`src/rtl/t_junction_sequencer_if.sv`:
```
// Lamp/timebase bundle between the timebase divider, the sequencer and the lamp drivers.
interface t_junction_sequencer_if #(
  parameter int N_PHASES = 3
);
  logic                tick_en;
  logic                ped_req;
  logic [N_PHASES-1:0] green;
  logic                amber;
  logic                allred;
  logic                walk;
  logic [1:0]          phase;
  logic                ped_pending;

  modport master (
    output tick_en, ped_req,
    input  green, amber, allred, walk, phase, ped_pending
  );

  modport slave (
    input  tick_en, ped_req,
    output green, amber, allred, walk, phase, ped_pending
  );
endinterface

```
`src/rtl/t_junction_sequencer.sv`:
```
// Multi-phase T-junction light sequencer: GREEN -> AMBER -> ALLRED per phase, optional WALK.
// Define TC_PED_WALK_EN to compile in the pedestrian WALK interval and request latch.
module t_junction_sequencer #(
  parameter int                        N_PHASES    = 3,
  parameter int                        CNT_W       = 8,
  parameter logic [N_PHASES*CNT_W-1:0] GREEN_TICKS = {8'd20, 8'd10, 8'd30},
  parameter int                        T_AMBER     = 3,
  parameter int                        T_ALLRED    = 2,
  parameter int                        T_WALK      = 15
) (
  input  logic                    clk,
  input  logic                    rst,
  t_junction_sequencer_if.slave   bus
);

  localparam logic [1:0]       P_LAST    = 2'(N_PHASES - 1);
  localparam logic [CNT_W-1:0] AMBER_LD  = CNT_W'(T_AMBER - 1);
  localparam logic [CNT_W-1:0] ALLRED_LD = CNT_W'(T_ALLRED - 1);

  // Illegal configurations stop elaboration.
  if (N_PHASES < 2 || N_PHASES > 4) begin : g_bad_nphases
    $error("t_junction_sequencer: N_PHASES must be 2..4");
  end
  if (T_AMBER < 1 || T_AMBER >= (1 << CNT_W)) begin : g_bad_amber
    $error("t_junction_sequencer: T_AMBER out of range");
  end
  if (T_ALLRED < 1 || T_ALLRED >= (1 << CNT_W)) begin : g_bad_allred
    $error("t_junction_sequencer: T_ALLRED out of range");
  end
  if (T_WALK < 1 || T_WALK >= (1 << CNT_W)) begin : g_bad_walk
    $error("t_junction_sequencer: T_WALK out of range");
  end

  // Per-phase reload values; unused slots up to the 2-bit phase range read as zero.
  logic [CNT_W-1:0] green_ld [4];
  for (genvar gi = 0; gi < 4; gi++) begin : g_ld
    if (gi < N_PHASES) begin : g_used
      if (GREEN_TICKS[gi*CNT_W +: CNT_W] == '0) begin : g_bad_green
        $error("t_junction_sequencer: zero green duration");
      end
      assign green_ld[gi] = GREEN_TICKS[gi*CNT_W +: CNT_W] - CNT_W'(1);
    end else begin : g_unused
      assign green_ld[gi] = '0;
    end
  end

`ifdef TC_PED_WALK_EN
  localparam logic [CNT_W-1:0] WALK_LD = CNT_W'(T_WALK - 1);
  typedef enum logic [1:0] {S_GREEN, S_AMBER, S_ALLRED, S_WALK} state_t;
`else
  typedef enum logic [1:0] {S_GREEN, S_AMBER, S_ALLRED} state_t;
`endif

  state_t              state_reg;
  logic [1:0]          phase_reg;
  logic [1:0]          phase_next;
  logic [CNT_W-1:0]    cnt_reg;
  logic [N_PHASES-1:0] green_reg;
  logic                amber_reg;
  logic                allred_reg;

  assign phase_next = (phase_reg == P_LAST) ? 2'd0 : phase_reg + 2'd1;

`ifdef TC_PED_WALK_EN
  logic post_walk_reg;
  logic ped_pending_reg;
  logic walk_reg;
`else
  logic unused_ped_req;
  assign unused_ped_req = bus.ped_req;
`endif

  always_ff @(posedge clk) begin
    if (rst) begin
      state_reg       <= S_GREEN;
      phase_reg       <= 2'd0;
      cnt_reg         <= green_ld[0];
      green_reg       <= N_PHASES'(1);
      amber_reg       <= 1'b0;
      allred_reg      <= 1'b0;
`ifdef TC_PED_WALK_EN
      post_walk_reg   <= 1'b0;
      ped_pending_reg <= 1'b0;
      walk_reg        <= 1'b0;
`endif
    end else begin
`ifdef TC_PED_WALK_EN
      // Set first so a WALK entry on the same edge overrides it below.
      if (bus.ped_req && state_reg != S_WALK) ped_pending_reg <= 1'b1;
`endif
      if (bus.tick_en) begin
        if (cnt_reg != '0) begin
          cnt_reg <= cnt_reg - CNT_W'(1);
        end else begin
          unique case (state_reg)
            S_GREEN: begin
              state_reg <= S_AMBER;
              cnt_reg   <= AMBER_LD;
              green_reg <= '0;
              amber_reg <= 1'b1;
            end
            S_AMBER: begin
              state_reg  <= S_ALLRED;
              cnt_reg    <= ALLRED_LD;
              amber_reg  <= 1'b0;
              allred_reg <= 1'b1;
            end
            S_ALLRED: begin
`ifdef TC_PED_WALK_EN
              if (!post_walk_reg && (ped_pending_reg || bus.ped_req)) begin
                state_reg       <= S_WALK;
                cnt_reg         <= WALK_LD;
                allred_reg      <= 1'b0;
                walk_reg        <= 1'b1;
                ped_pending_reg <= 1'b0;
              end else begin
                post_walk_reg <= 1'b0;
                state_reg     <= S_GREEN;
                phase_reg     <= phase_next;
                cnt_reg       <= green_ld[phase_next];
                green_reg     <= N_PHASES'(1) << phase_next;
                allred_reg    <= 1'b0;
              end
`else
              state_reg  <= S_GREEN;
              phase_reg  <= phase_next;
              cnt_reg    <= green_ld[phase_next];
              green_reg  <= N_PHASES'(1) << phase_next;
              allred_reg <= 1'b0;
`endif
            end
`ifdef TC_PED_WALK_EN
            S_WALK: begin
              state_reg     <= S_ALLRED;
              cnt_reg       <= ALLRED_LD;
              post_walk_reg <= 1'b1;
              walk_reg      <= 1'b0;
              allred_reg    <= 1'b1;
            end
`endif
            default: begin
              state_reg <= S_GREEN;
            end
          endcase
        end
      end
    end
  end

  assign bus.green  = green_reg;
  assign bus.amber  = amber_reg;
  assign bus.allred = allred_reg;
  assign bus.phase  = phase_reg;
`ifdef TC_PED_WALK_EN
  assign bus.walk        = walk_reg;
  assign bus.ped_pending = ped_pending_reg;
`else
  assign bus.walk        = 1'b0;
  assign bus.ped_pending = 1'b0;
`endif

endmodule

```
`src/flat_wrapper.sv`:
```
// flat-port wrapper written by rule: the top's interface ports become plain ports
module t_junction_sequencer_flat 
#(
  parameter int                        N_PHASES    = 3,
  parameter int                        CNT_W       = 8,
  parameter logic [N_PHASES*CNT_W-1:0] GREEN_TICKS = {8'd20, 8'd10, 8'd30},
  parameter int                        T_AMBER     = 3,
  parameter int                        T_ALLRED    = 2,
  parameter int                        T_WALK      = 15
)
  (clk, rst, bus_tick_en, bus_ped_req, bus_green, bus_amber, bus_allred, bus_walk, bus_phase, bus_ped_pending);
  t_junction_sequencer_if #(.N_PHASES(N_PHASES)) bus_i ();
  input  logic clk;
  input  logic rst;
  input wire logic [$bits(bus_i.tick_en)-1:0] bus_tick_en;
  input wire logic [$bits(bus_i.ped_req)-1:0] bus_ped_req;
  output wire logic [$bits(bus_i.green)-1:0] bus_green;
  output wire logic [$bits(bus_i.amber)-1:0] bus_amber;
  output wire logic [$bits(bus_i.allred)-1:0] bus_allred;
  output wire logic [$bits(bus_i.walk)-1:0] bus_walk;
  output wire logic [$bits(bus_i.phase)-1:0] bus_phase;
  output wire logic [$bits(bus_i.ped_pending)-1:0] bus_ped_pending;
  assign bus_i.tick_en = bus_tick_en;
  assign bus_i.ped_req = bus_ped_req;
  assign bus_green = bus_i.green;
  assign bus_amber = bus_i.amber;
  assign bus_allred = bus_i.allred;
  assign bus_walk = bus_i.walk;
  assign bus_phase = bus_i.phase;
  assign bus_ped_pending = bus_i.ped_pending;
  t_junction_sequencer #(.N_PHASES(N_PHASES), .CNT_W(CNT_W), .GREEN_TICKS(GREEN_TICKS), .T_AMBER(T_AMBER), .T_ALLRED(T_ALLRED), .T_WALK(T_WALK)) u_core (.clk(clk), .rst(rst), .bus(bus_i));
endmodule
```
`config.mk`:
```
export PLATFORM = sky130hd
export DESIGN_NAME = t_junction_sequencer_flat
export DESIGN_NICKNAME = d
export VERILOG_FILES = /design/src/rtl/t_junction_sequencer_if.sv /design/src/rtl/t_junction_sequencer.sv /design/src/flat_wrapper.sv
export SDC_FILE = /design/constraint.sdc
export NUM_CORES = 1
export LEC_CHECK = 0
export CORE_MARGIN = 2
export CORE_UTILIZATION = 56
export DETAILED_ROUTE_END_ITERATION = 12
export GPL_TIMING_DRIVEN = 1
export HOLD_SLACK_MARGIN = 0.05
export PLACE_DENSITY = 0.83
export SLEW_MARGIN = 20
export SYNTH_ARGS = -nofsm -noshare
export SYNTH_HDL_FRONTEND = slang
export SYNTH_SLANG_ARGS = --single-unit
```
`constraint.sdc`:
```
create_clock -name clk -period 5.8 [get_ports clk]
set_input_delay 0.87 -clock clk [delete_from_list [all_inputs] [get_ports clk]]
set_output_delay 0.87 -clock clk [all_outputs]
set_load 0.03 [all_outputs]
```
==> reports/results.md, run 1 <==
### Critical path
- 15 — largest fanout on the critical path
- clkdlybuf4s50_1 — worst-path cell with the longest stage delay
- u_core.cnt_reg[4]$_SDFFE_PP1P_ — crit path to
- 2 — buffer and inverter count on the worst path
- 3.57 ns — minimum setup slack among reg-to-reg paths
- clkdlybuf4s50_1, inv_1, or4_1, o311a_1, or3_1 — cell breakdown of the critical path
- 5.99 ns — Critical Path RT
- 6 — Reg2Reg Depth
- u_core.bus.phase[0]$_SDFFE_PP0P_ — end of the worst register-to-register path
- bus_tick_en — Critical Path Source
- flip-flop — kind of end point of the critical path
- 2.86 ns — CP arrival
- 5 — number of gates on the worst path with buffers counted
- 0.79 ns — max incr delay on CP
- input pin — Critical Path Source Type
- input pin to flip-flop — startpoint-to-endpoint class of the critical path
- u_core.cnt_reg[1]$_SDFFE_PP0P_ — reg-to-reg critical path startpoint
- buffers and inverters — family of cells with the greatest summed delay on the critical path

### Power
- 0.3717 nW — leakage power of the design
- 0.0001271 V — peak ir drop on the vdd network
- 191.5 nW/um^2 — power density normalized to cell area

### Placement
- 1415 um — detailed-placement wirelength estimate
- 2.879 ns — setup slack at placement
- 129 — Cell Count Post-Placement
- 0.9229 — final estimated routing congestion in global placement
- 9 — number of buffers added on ports

### STA
- 0 ns — total negative slack
- 0 — hold violation count in the final report
- 2.668 ns — Tmin final
- 0 — final-report setup violation count
- 0.4161 — Slew Limit Headroom
- 0.8740 ns — transition time of the tightest slew-check pin
- 0 — final-report max-slew violation count
- 3.132 ns — Final WS setup
- no — unrepaired setup endpoints after global routing
- 0.005280 ns — Clock Skew
- 0.4599 — final period utilization
- 374.9 MHz — top achievable clock speed

### Clock network
- 0 — total setup buffers inserted after CTS
- 0.30 ns — insertion delay to the later sink of the worst-skew pair
- 0.11 ns — clock slew at reported path FFs
- 0 — hold-fix buffers at CTS
- 1 — CTS H-Tree Depth
- 3 — number of buffers inserted during clock tree synthesis
- 0 — count of cells resized by post-cts repair
- built — TritonCTS clock tree
- 2 — maximum count of clock buffers along a single path
- clkbuf_4 — clock tree root buffer cell
- 17 — Clock Sink Count

### Global routing
- 792 — number of global-route vias before repair
- 0 — number of antenna violations at the first check in global routing
- 0 — overflow left after global routing
- 0.2387 — Total GRT Usage
- 18 — largest net degree at the start of global routing
- 3463 um — first-pass GRT wire length

### Finish
- 0.05983 — layout cell share with drive strength beyond 1
- 133 — non-filler cells in the finished layout
- 8 — max reg flops
- 539.3 sq um — total area of multi-input combinational cells
- 129 — fill cell total of the finished layout
- 128 — final net count
- 0 — n_diodes
- 340.3 sq um — area taken by flip-flops and latches
- 12.65% — P&R area growth vs syn

### Route
- 45 — Iteration-0 DRC Markers
- 0 — detailed-route DRC error count
- 6.398 — via/cell ratio
- 0 — final antenna-violating net count
- 15.35 um — WL per Instance
- 4 — number of optimization iterations in the first detailed-route pass
- 851 — number of vias after detailed routing
- 2042 um — routed wire length

### Floorplanning
- 14 — floorplan row count
- 44.75 um — x dimension of the die
- 0.6100 — initial core utilization
- 13 — number of top-level design ports
- 1524 sq um — area of the core region
- 44.75 um — Die Height
- 2002 sq um — area of the die

### Synth
- 8.529 sq um — Mean Syn Cell Area
- 929.6 sq um — post-synthesis instance area
- 0.3661 — share of the yosys chip area belonging to registers
- 35 — number of different library cells in the post-synthesis netlist
- 17 — flip-flop and latch count after synthesis
- dfxtp_1 — prevailing post-synth register cell
- 0 — count of flip-flops with a built-in enable after synthesis
- 109 — Gate Count Post-Synth
- 0 — yosys warns
- 0 — share of synthesized flip-flops with an asynchronous set or reset

### Outcome
- complete, no violations — result of the run

### Hold path
- u_core.bus.green[2]$_SDFFE_PP0P_ — startpoint of the worst hold path
- flip-flop to flip-flop — worst hold-check path type

### Run
- 0 — total of max-cap violations

## logic make-up (layout without fill, tap and decap cells)
kind of cell	Yosys count	count (layout)	synth area share
other	1	2	0.004034
and+or+nand+nor	37	37	0.2153
adders and majority gates	6	6	0.08075
buffers and inverters	14	21	0.06459
DFF	17	17	0.3661
AOI/OAI and AO/OA	28	28	0.2046
muxes	6	6	0.06461
## worst register-to-register path, delay by kind of cell (launching register included)
family,cells,cell delay [ns]
and+or+nand+nor,3,1.42
buffers and inverters,1,0.10
AOI/OAI and AO/OA,1,0.13
DFF,1,0.34
adders and majority gates,1,0.19
## cell usage after synthesis (all sizes together) (3+ instances only)
master / count / share of area
ha: 6 / 0.081
nand3: 6 / 0.032
or4: 3 / 0.028
nor2: 6 / 0.024
nor3: 4 / 0.027
mux2i: 6 / 0.065
nand2: 8 / 0.032
clkbuf: 3 / 0.012
inv: 8 / 0.032
a21oi: 9 / 0.048
buf: 3 / 0.020
dfxtp: 17 / 0.37
o21ai: 4 / 0.022
## per-stage QoR
step	cell area, sq um	power [mW]	util	hold slack, ns
finish	1047	0.2006	0.6872	0.4679
global route	1047	0.2095	0.6872	0.5191
CTS	1041	0.2022	0.6831	0.4669
detailed placement	1013	0.1358	0.6650	0.4506
global placement	1013	0.1356	0.6650	0.4444
floorplan	933.4	0.1332	-	0.4760
## power breakdown
group          internal (mW)  leakage [nW]  total, mW  switching, mW
registers              0.118         0.138      0.120        0.00150
logic                0.00478         0.216     0.0138        0.00901
clock network         0.0257        0.0177     0.0671         0.0413
## layer usage
metal	share of wire	up-vias	global-route usage
met5	0	-	0
met4	0.037	0	0.1636
met3	0.049	9	0.04800
met2	0.47	31	0.3652
met1	0.44	398	0.3002
li1	-	413	-
## layout by cell type, fill, tap and decap left out, types with 3 or more instances in the layout
cell / instances
clkdlybuf4s50_1: 9
clkbuf_4: 3
ha_1: 6
a21oi_1: 9
mux2i_1: 6
o21ai_0: 4
nand2_1: 8
nor2_1: 6
inv_1: 8
nand3_1: 6
dfxtp_1: 17
nor3_1: 3
## worst min-delay path by stage
stage                                                   to  cells after the start  slack, ns
after floorplan             u_core.cnt_reg[0]$_SDFFE_PP1P_                      2       0.48
after global placement    u_core.bus.green[1]$_SDFFE_PP0P_                      2       0.44
after detailed placement  u_core.bus.green[2]$_SDFFE_PP0P_                      2       0.45
after CTS                 u_core.bus.green[2]$_SDFFE_PP0P_                      2       0.47
after global routing      u_core.bus.green[1]$_SDFFE_PP0P_                      2       0.52
final                     u_core.bus.green[2]$_SDFFE_PP0P_                      2       0.47
## layout make-up
| class | instances | share of cell area |
|---|---|---|
| repair buffers | 9 | 0.08602 |
| well taps | 16 | 0.01912 |
| flip-flops and latches | 17 | 0.3250 |
| inverters | 8 | 0.02867 |
| clock buffers | 3 | 0.02151 |
| multi-input cells | 79 | 0.5149 |
| clock inverters | 1 | 0.004779 |
Note: power is estimated with default switching activity, not from simulation.
==> run 2, diff against run 1 <==
CORE_UTILIZATION = 47   (was 56)
PLACE_DENSITY = 0.75   (was 0.83)
clock period = 2.22 ns   (was 5.8 ns; I/O delays follow)
==> run 2 against run 1 <==
Net effect:
- clock skew increased by 0.0086 ns
- highest routed layer unchanged
- hold slack better by 0.00063 ns
- final cell count is 12% higher
- final area increased by 4.5%
- critical path type is now flip-flop to flip-flop
- total power grew to 2.6 times the previous value
- largest cell class unchanged
- global-route usage is 5.3 points lower
- utilization is 12 points lower
- setup slack worse by 3.0 ns
==> reports/results.md, run 2 (synthesis results as in run 1) <==
### Floorplanning
- 13 — number of top-level design ports
- 1922 sq um — area of the core region
- 48.48 um — x dimension of the die
- 0.4837 — initial core utilization
- 16 — floorplan row count
- 2350 sq um — area of the die
- 48.48 um — Die Height

### STA
- 0 ns — total negative slack
- 2.098 ns — Tmin final
- 0.6387 ns — transition time of the tightest slew-check pin
- 0 — final-report max-slew violation count
- 0.5728 — Slew Limit Headroom
- 476.6 MHz — top achievable clock speed
- 0.9450 — final period utilization
- 0.01387 ns — Clock Skew
- 0 — final-report setup violation count
- 0 — hold violation count in the final report
- no — unrepaired setup endpoints after global routing

### Hold path
- 2 — instance count along the most critical hold path
- u_core.bus.green[1]$_SDFFE_PP0P_ — startpoint of the worst hold path
- u_core.bus.green[1]$_SDFFE_PP0P_ — worst-case hold path end point
- flip-flop to flip-flop — worst hold-check path type

### Global routing
- 0.1855 — Total GRT Usage
- 0 — overflow left after global routing
- 3436 um — first-pass GRT wire length
- 799 — number of global-route vias before repair
- 0.3218 — met2 GRT Util
- 0.2188 — GR Util met1
- 0 — number of antenna violations at the first check in global routing
- 18 — largest net degree at the start of global routing
- met2 — layer with the highest usage after global routing
- 0.06481 — GR Util met3

### Finish
- dfxtp_1 — leading cell type in the layout, fill and taps excluded
- 0 — n_diodes
- 133 — final net count
- 0.5697 — final core utilization
- 17.77% — P&R area growth vs syn
- 17 x dfxtp_1, 9 x a21oi_1, 9 x clkdlybuf4s50_1 — most frequent cells in the layout
- 0.09016 — layout cell share with drive strength beyond 1
- 8 — max reg flops

### Placement
- 0.8337 — final estimated routing congestion in global placement
- 1501 um — detailed-placement wirelength estimate
- 9 — number of buffers added on ports

### Outcome
- complete, no violations — result of the run

### Power
- 0.3931 nW — leakage power of the design
- 0.0003721 V — peak ir drop on the vdd network
- 481.4 nW/um^2 — power density normalized to cell area

### Route
- 0 — final antenna-violating net count
- 4 — number of optimization iterations in the first detailed-route pass
- 2038 um — routed wire length
- 29 — Iteration-0 DRC Markers
- 874 — number of vias after detailed routing
- 5.866 — via/cell ratio
- 0 — detailed-route DRC error count
- 13.68 um — WL per Instance

### Critical path
- u_core.cnt_reg[4]$_SDFFE_PP1P_ — end of the worst register-to-register path
- u_core.cnt_reg[0]$_SDFFE_PP1P_ — reg-to-reg critical path startpoint
- flip-flop — kind of end point of the critical path
- 2.40 ns — Critical Path RT
- flip-flop — Critical Path Source Type
- 3 — largest fanout on the critical path
- 6 — Reg2Reg Depth
- 2.28 ns — CP arrival
- flip-flop to flip-flop — startpoint-to-endpoint class of the critical path
- 0.12 ns — minimum setup slack among reg-to-reg paths

### Clock network
- 2 — maximum count of clock buffers along a single path
- 0 — total setup buffers inserted after CTS
- 0.11 ns — clock slew at reported path FFs
- 17 — Clock Sink Count
- clkbuf_4 — clock tree root buffer cell
- 1 — CTS H-Tree Depth
- 3 — number of buffers inserted during clock tree synthesis
- built — TritonCTS clock tree
- 0 — count of cells resized by post-cts repair
- 0 — hold-fix buffers at CTS
- 0.30 ns — insertion delay to the later sink of the worst-skew pair

### Run
- 0 — total of max-cap violations

-- run 2: cell types whose count changed in the layout (fill, tap and decap cells not counted) --
cell / previous run / this run
buf_4: 0 / 5
clkinv_2: 1 / 0
clkinvlp_4: 0 / 1
nor4_1: 0 / 1
nor4_2: 1 / 0
-- run 2: stage by stage --
stage	std cells	setup WS (ns)	total power [mW]	hold slack [ns]	cell area (sq um)
detailed placement	145	0.1502	0.3581	0.4512	1065
floorplan	110	0.1937	0.3480	0.4760	933.4
global placement	145	0.1960	0.3567	0.4489	1065
global route	149	0.01049	0.5434	0.5007	1095
CTS	149	0.1065	0.5327	0.4682	1095
finish	149	0.1220	0.5270	0.4685	1095
-- run 2: worst max-delay path: stages, from the launching register on --
cell,delay (ns)
dfxtp_1,0.34
inv_1,0.09
ha_1,0.18
or3b_1,0.37
or4_1,0.52
o311a_1,0.13
or3_1,0.34
-- run 2: final cells by class --
cell class	instances	area, sq um
Inverter	8	30.03
Fill cell	187	827.0
Multi-Input combinational cell	79	533.0
Sequential cell	17	340.3
Tap cell	27	33.78
Clock buffer	3	22.52
Timing Repair Buffer	14	127.6
Clock inverter	1	7.507
-- run 2: how the worst max path moves through the flow --
stage	slack, ns	startpoint	end	depth (start not counted)
3_5_place_dp	0.15	u_core.cnt_reg[0]$_SDFFE_PP1P_	u_core.cnt_reg[4]$_SDFFE_PP1P_	6
4_1_cts	0.11	u_core.cnt_reg[0]$_SDFFE_PP1P_	u_core.cnt_reg[4]$_SDFFE_PP1P_	6
6_report	0.12	u_core.cnt_reg[0]$_SDFFE_PP1P_	u_core.cnt_reg[4]$_SDFFE_PP1P_	6
2_1_floorplan	0.19	u_core.cnt_reg[0]$_SDFFE_PP1P_	u_core.cnt_reg[4]$_SDFFE_PP1P_	6
3_3_place_gp	0.20	u_core.cnt_reg[0]$_SDFFE_PP1P_	u_core.cnt_reg[4]$_SDFFE_PP1P_	6
5_1_grt	0.01	u_core.cnt_reg[0]$_SDFFE_PP1P_	u_core.cnt_reg[4]$_SDFFE_PP1P_	6
-- run 2: where the power goes --
part | internal [mW] | leakage [nW] | switching [mW]
combinational | 0.0145 | 0.242 | 0.0244
clock | 0.0687 | 0.0139 | 0.107
sequential | 0.309 | 0.138 | 0.00343
total | 0.392 | 0.393 | 0.135
-- run 2: per-layer routing --
metal,wire length [um],vias to the layer above,part of all wire
li1,-,424,-
met1,904,423,0.44
met2,1012,25,0.50
met3,110,2,0.054
met4,10,0,0.0049
met5,0,-,0
==> run 3, diff against run 2 <==
CORE_UTILIZATION = 54   (was 47)
DONT_BUFFER_PORTS = 1   (was default)
PLACE_DENSITY = 0.74   (was 0.75)
clock period = 1.9 ns   (was 2.22 ns; I/O delays follow)
==> run 3 against run 2 <==
Net effect:
- the run now ends with negative setup slack left
- utilization is 16 points higher
- clock skew is 0.0087 ns lower
- setup slack got worse by 0.14 ns
- sequential share of layout area is 0.92 points lower
- non-clock buffer count grew 7
- register-to-register slack got worse by 0.14 ns
- critical path depth stayed put
==> reports/results.md, run 3 (synthesis results as in run 1) <==
### Critical path
- 1 — buffer and inverter count on the worst path
- 3 — largest fanout on the critical path
- simple AND/OR/NAND/NOR gates — family of cells with the greatest summed delay on the critical path
- 0.48 ns — max incr delay on CP
- flip-flop — Critical Path Source Type
- 2.11 ns — CP arrival
- inv_2, ha_4, or3b_4, or4_4, o311a_1, or3_1 — cell breakdown of the critical path
- or4_4 — worst-path cell with the longest stage delay
- 6 — number of gates on the worst path with buffers counted
- flip-flop — kind of end point of the critical path
- 2.09 ns — Critical Path RT
- 6 — Reg2Reg Depth
- flip-flop to flip-flop — startpoint-to-endpoint class of the critical path

### Power
- 0.2412 — net switching share of the total power
- 0.587 — sequential cell fraction of total power
- 0.0004086 V — peak ir drop on the vdd network
- 541.9 nW/um^2 — power density normalized to cell area
- 0.4708 mW — internal power contribution
- 0.090 — combinational share of power
- 0.6204 mW — Final Power
- 0.4402 nW — leakage power of the design
- 0.323 — share of total power in the clock network
- 0.1496 mW — net switching power

### Placement
- 0.8607 — final estimated routing congestion in global placement
- 138 — Cell Count Post-Placement
- 0 — number of buffers added on ports
- 1560 um — detailed-placement wirelength estimate

### Route
- 6.124 — via/cell ratio
- 888 — number of vias after detailed routing
- 41 — Iteration-0 DRC Markers
- 0 — detailed-route DRC error count
- 15.73 um — WL per Instance
- 0 — final antenna-violating net count
- 2281 um — routed wire length
- 4 — number of optimization iterations in the first detailed-route pass

### Global routing
- 3698 um — first-pass GRT wire length
- 16 — largest net degree at the start of global routing
- 861 — number of global-route vias before repair
- 0 — number of antenna violations at the first check in global routing
- 0.2500 — Total GRT Usage
- 0 — overflow left after global routing

### STA
- 1.008 — final period utilization
- 1 — final-report setup violation count
- 0.6596 — Slew Limit Headroom
- -0.01528 ns — Final WS setup
- 1.915 ns — Tmin final
- 0 — final-report max-slew violation count
- 0 — hold violation count in the final report
- 522.1 MHz — top achievable clock speed
- yes — unrepaired setup endpoints after global routing
- -0.01528 ns — total negative slack
- 0.005122 ns — Clock Skew
- 0.5067 ns — transition time of the tightest slew-check pin

### Clock network
- 17 — Clock Sink Count
- clkbuf_4 — clock tree root buffer cell
- built — TritonCTS clock tree
- 2 — maximum count of clock buffers along a single path
- 0 — total setup buffers inserted after CTS
- 1 — CTS H-Tree Depth
- 0.30 ns — insertion delay to the later sink of the worst-skew pair
- 0.10 ns — clock slew at reported path FFs
- 3 — number of buffers inserted during clock tree synthesis

### Floorplanning
- 13 — number of top-level design ports
- 0.5963 — initial core utilization
- 14 — floorplan row count
- 1559 sq um — area of the core region
- 45.49 um — Die Height
- 2069 sq um — area of the die
- 45.49 um — x dimension of the die

### Finish
- 8 — max reg flops
- 120 — fill cell total of the finished layout
- 558.0 sq um — total area of multi-input combinational cells
- buf_4 — leading cell type in the layout, fill and taps excluded
- 0.2558 — layout cell share with drive strength beyond 1
- 140 — final net count
- 345.3 sq um — area taken by flip-flops and latches
- 23.15% — P&R area growth vs syn
- 145 — non-filler cells in the finished layout
- 0 — n_diodes
- 18 x buf_4, 13 x dfxtp_1, 9 x a21oi_1 — most frequent cells in the layout

### Hold path
- 1 — instance count along the most critical hold path
- input pin to flip-flop — worst hold-check path type

### Run
- 0 — total of max-cap violations

### Outcome
- negative setup slack — violations in the final reports
- finished, violations left — result of the run

-- run 3: cell types whose count changed in the layout (fill, tap and decap cells not counted), moves of 2 or more --
cell	previous run	this run
dlygate4sd3_1	0	3
clkdlybuf4s50_1	9	0
inv_1	8	6
dfxtp_1	17	13
inv_2	0	2
buf_4	5	18
dfxtp_2	0	4
-- run 3: per-layer routing --
layer	track usage	vias to the layer above	share of wire
met5	0	-	0
met4	0.1353	0	0.020
met3	0.04365	7	0.062
met2	0.4028	40	0.50
met1	0.3137	406	0.42
li1	-	435	-
-- run 3: area by class of cell --
type / count / area share
Multi-Input combinational cell: 79 / 0.4874
Sequential cell: 17 / 0.3016
Timing Repair Buffer: 21 / 0.1443
Inverter: 8 / 0.02623
Clock buffer: 4 / 0.02295
Tap cell: 16 / 0.01749
-- run 3: stage by stage --
stage / instance area (sq um) / utilization / worst slack (ns) / hold WS [ns]
after CTS: 1124 / 0.7207 / -0.01514 / 0.05013
after floorplan: 952.2 / - / 0.009776 / 0.4673
final: 1145 / 0.7344 / -0.01528 / 0.06408
after global routing: 1145 / 0.7344 / -0.09806 / 0.05500
after global placement: 1077 / 0.6910 / 0.0003686 / 0.3517
after detailed placement: 1077 / 0.6910 / -0.001671 / 0.3524
-- run 3: power by group through the flow --
stage | Combinational [mW] | Sequential (mW) | Clock (mW)
after floorplan | 0.0380 | 0.373 | 0
after global placement | 0.0459 | 0.372 | 0
after detailed placement | 0.0462 | 0.372 | 0
after CTS | 0.0526 | 0.364 | 0.200
after global routing | 0.0623 | 0.365 | 0.218
final | 0.0560 | 0.364 | 0.200
-- run 3: worst reg2reg max path, stage by stage (launching register included) --
cell	delay, ns
dfxtp_2	0.34
inv_2	0.07
ha_4	0.13
or3b_4	0.38
or4_4	0.48
o311a_1	0.13
or3_1	0.29
-- run 3: what timing repair did --
action | CTS | global route
resized for setup | 0 | 3
endpoints found under the hold margin | 8 | 2
endpoints found under the setup margin | 1 | 3
hold buffers | 2 | 1
-- run 3: worst paths after layout --
kind / from / endpoint / slack [ns]
min: rst / u_core.cnt_reg[0]$_SDFFE_PP1P_ / 0.06
min reg2reg: u_core.state_reg[0]$_SDFFE_PP0P_ / u_core.state_reg[0]$_SDFFE_PP0P_ / 0.55
max: u_core.cnt_reg[1]$_SDFFE_PP0P_ / u_core.cnt_reg[4]$_SDFFE_PP1P_ / -0.02
max reg2reg: u_core.cnt_reg[1]$_SDFFE_PP0P_ / u_core.cnt_reg[4]$_SDFFE_PP1P_ / -0.02
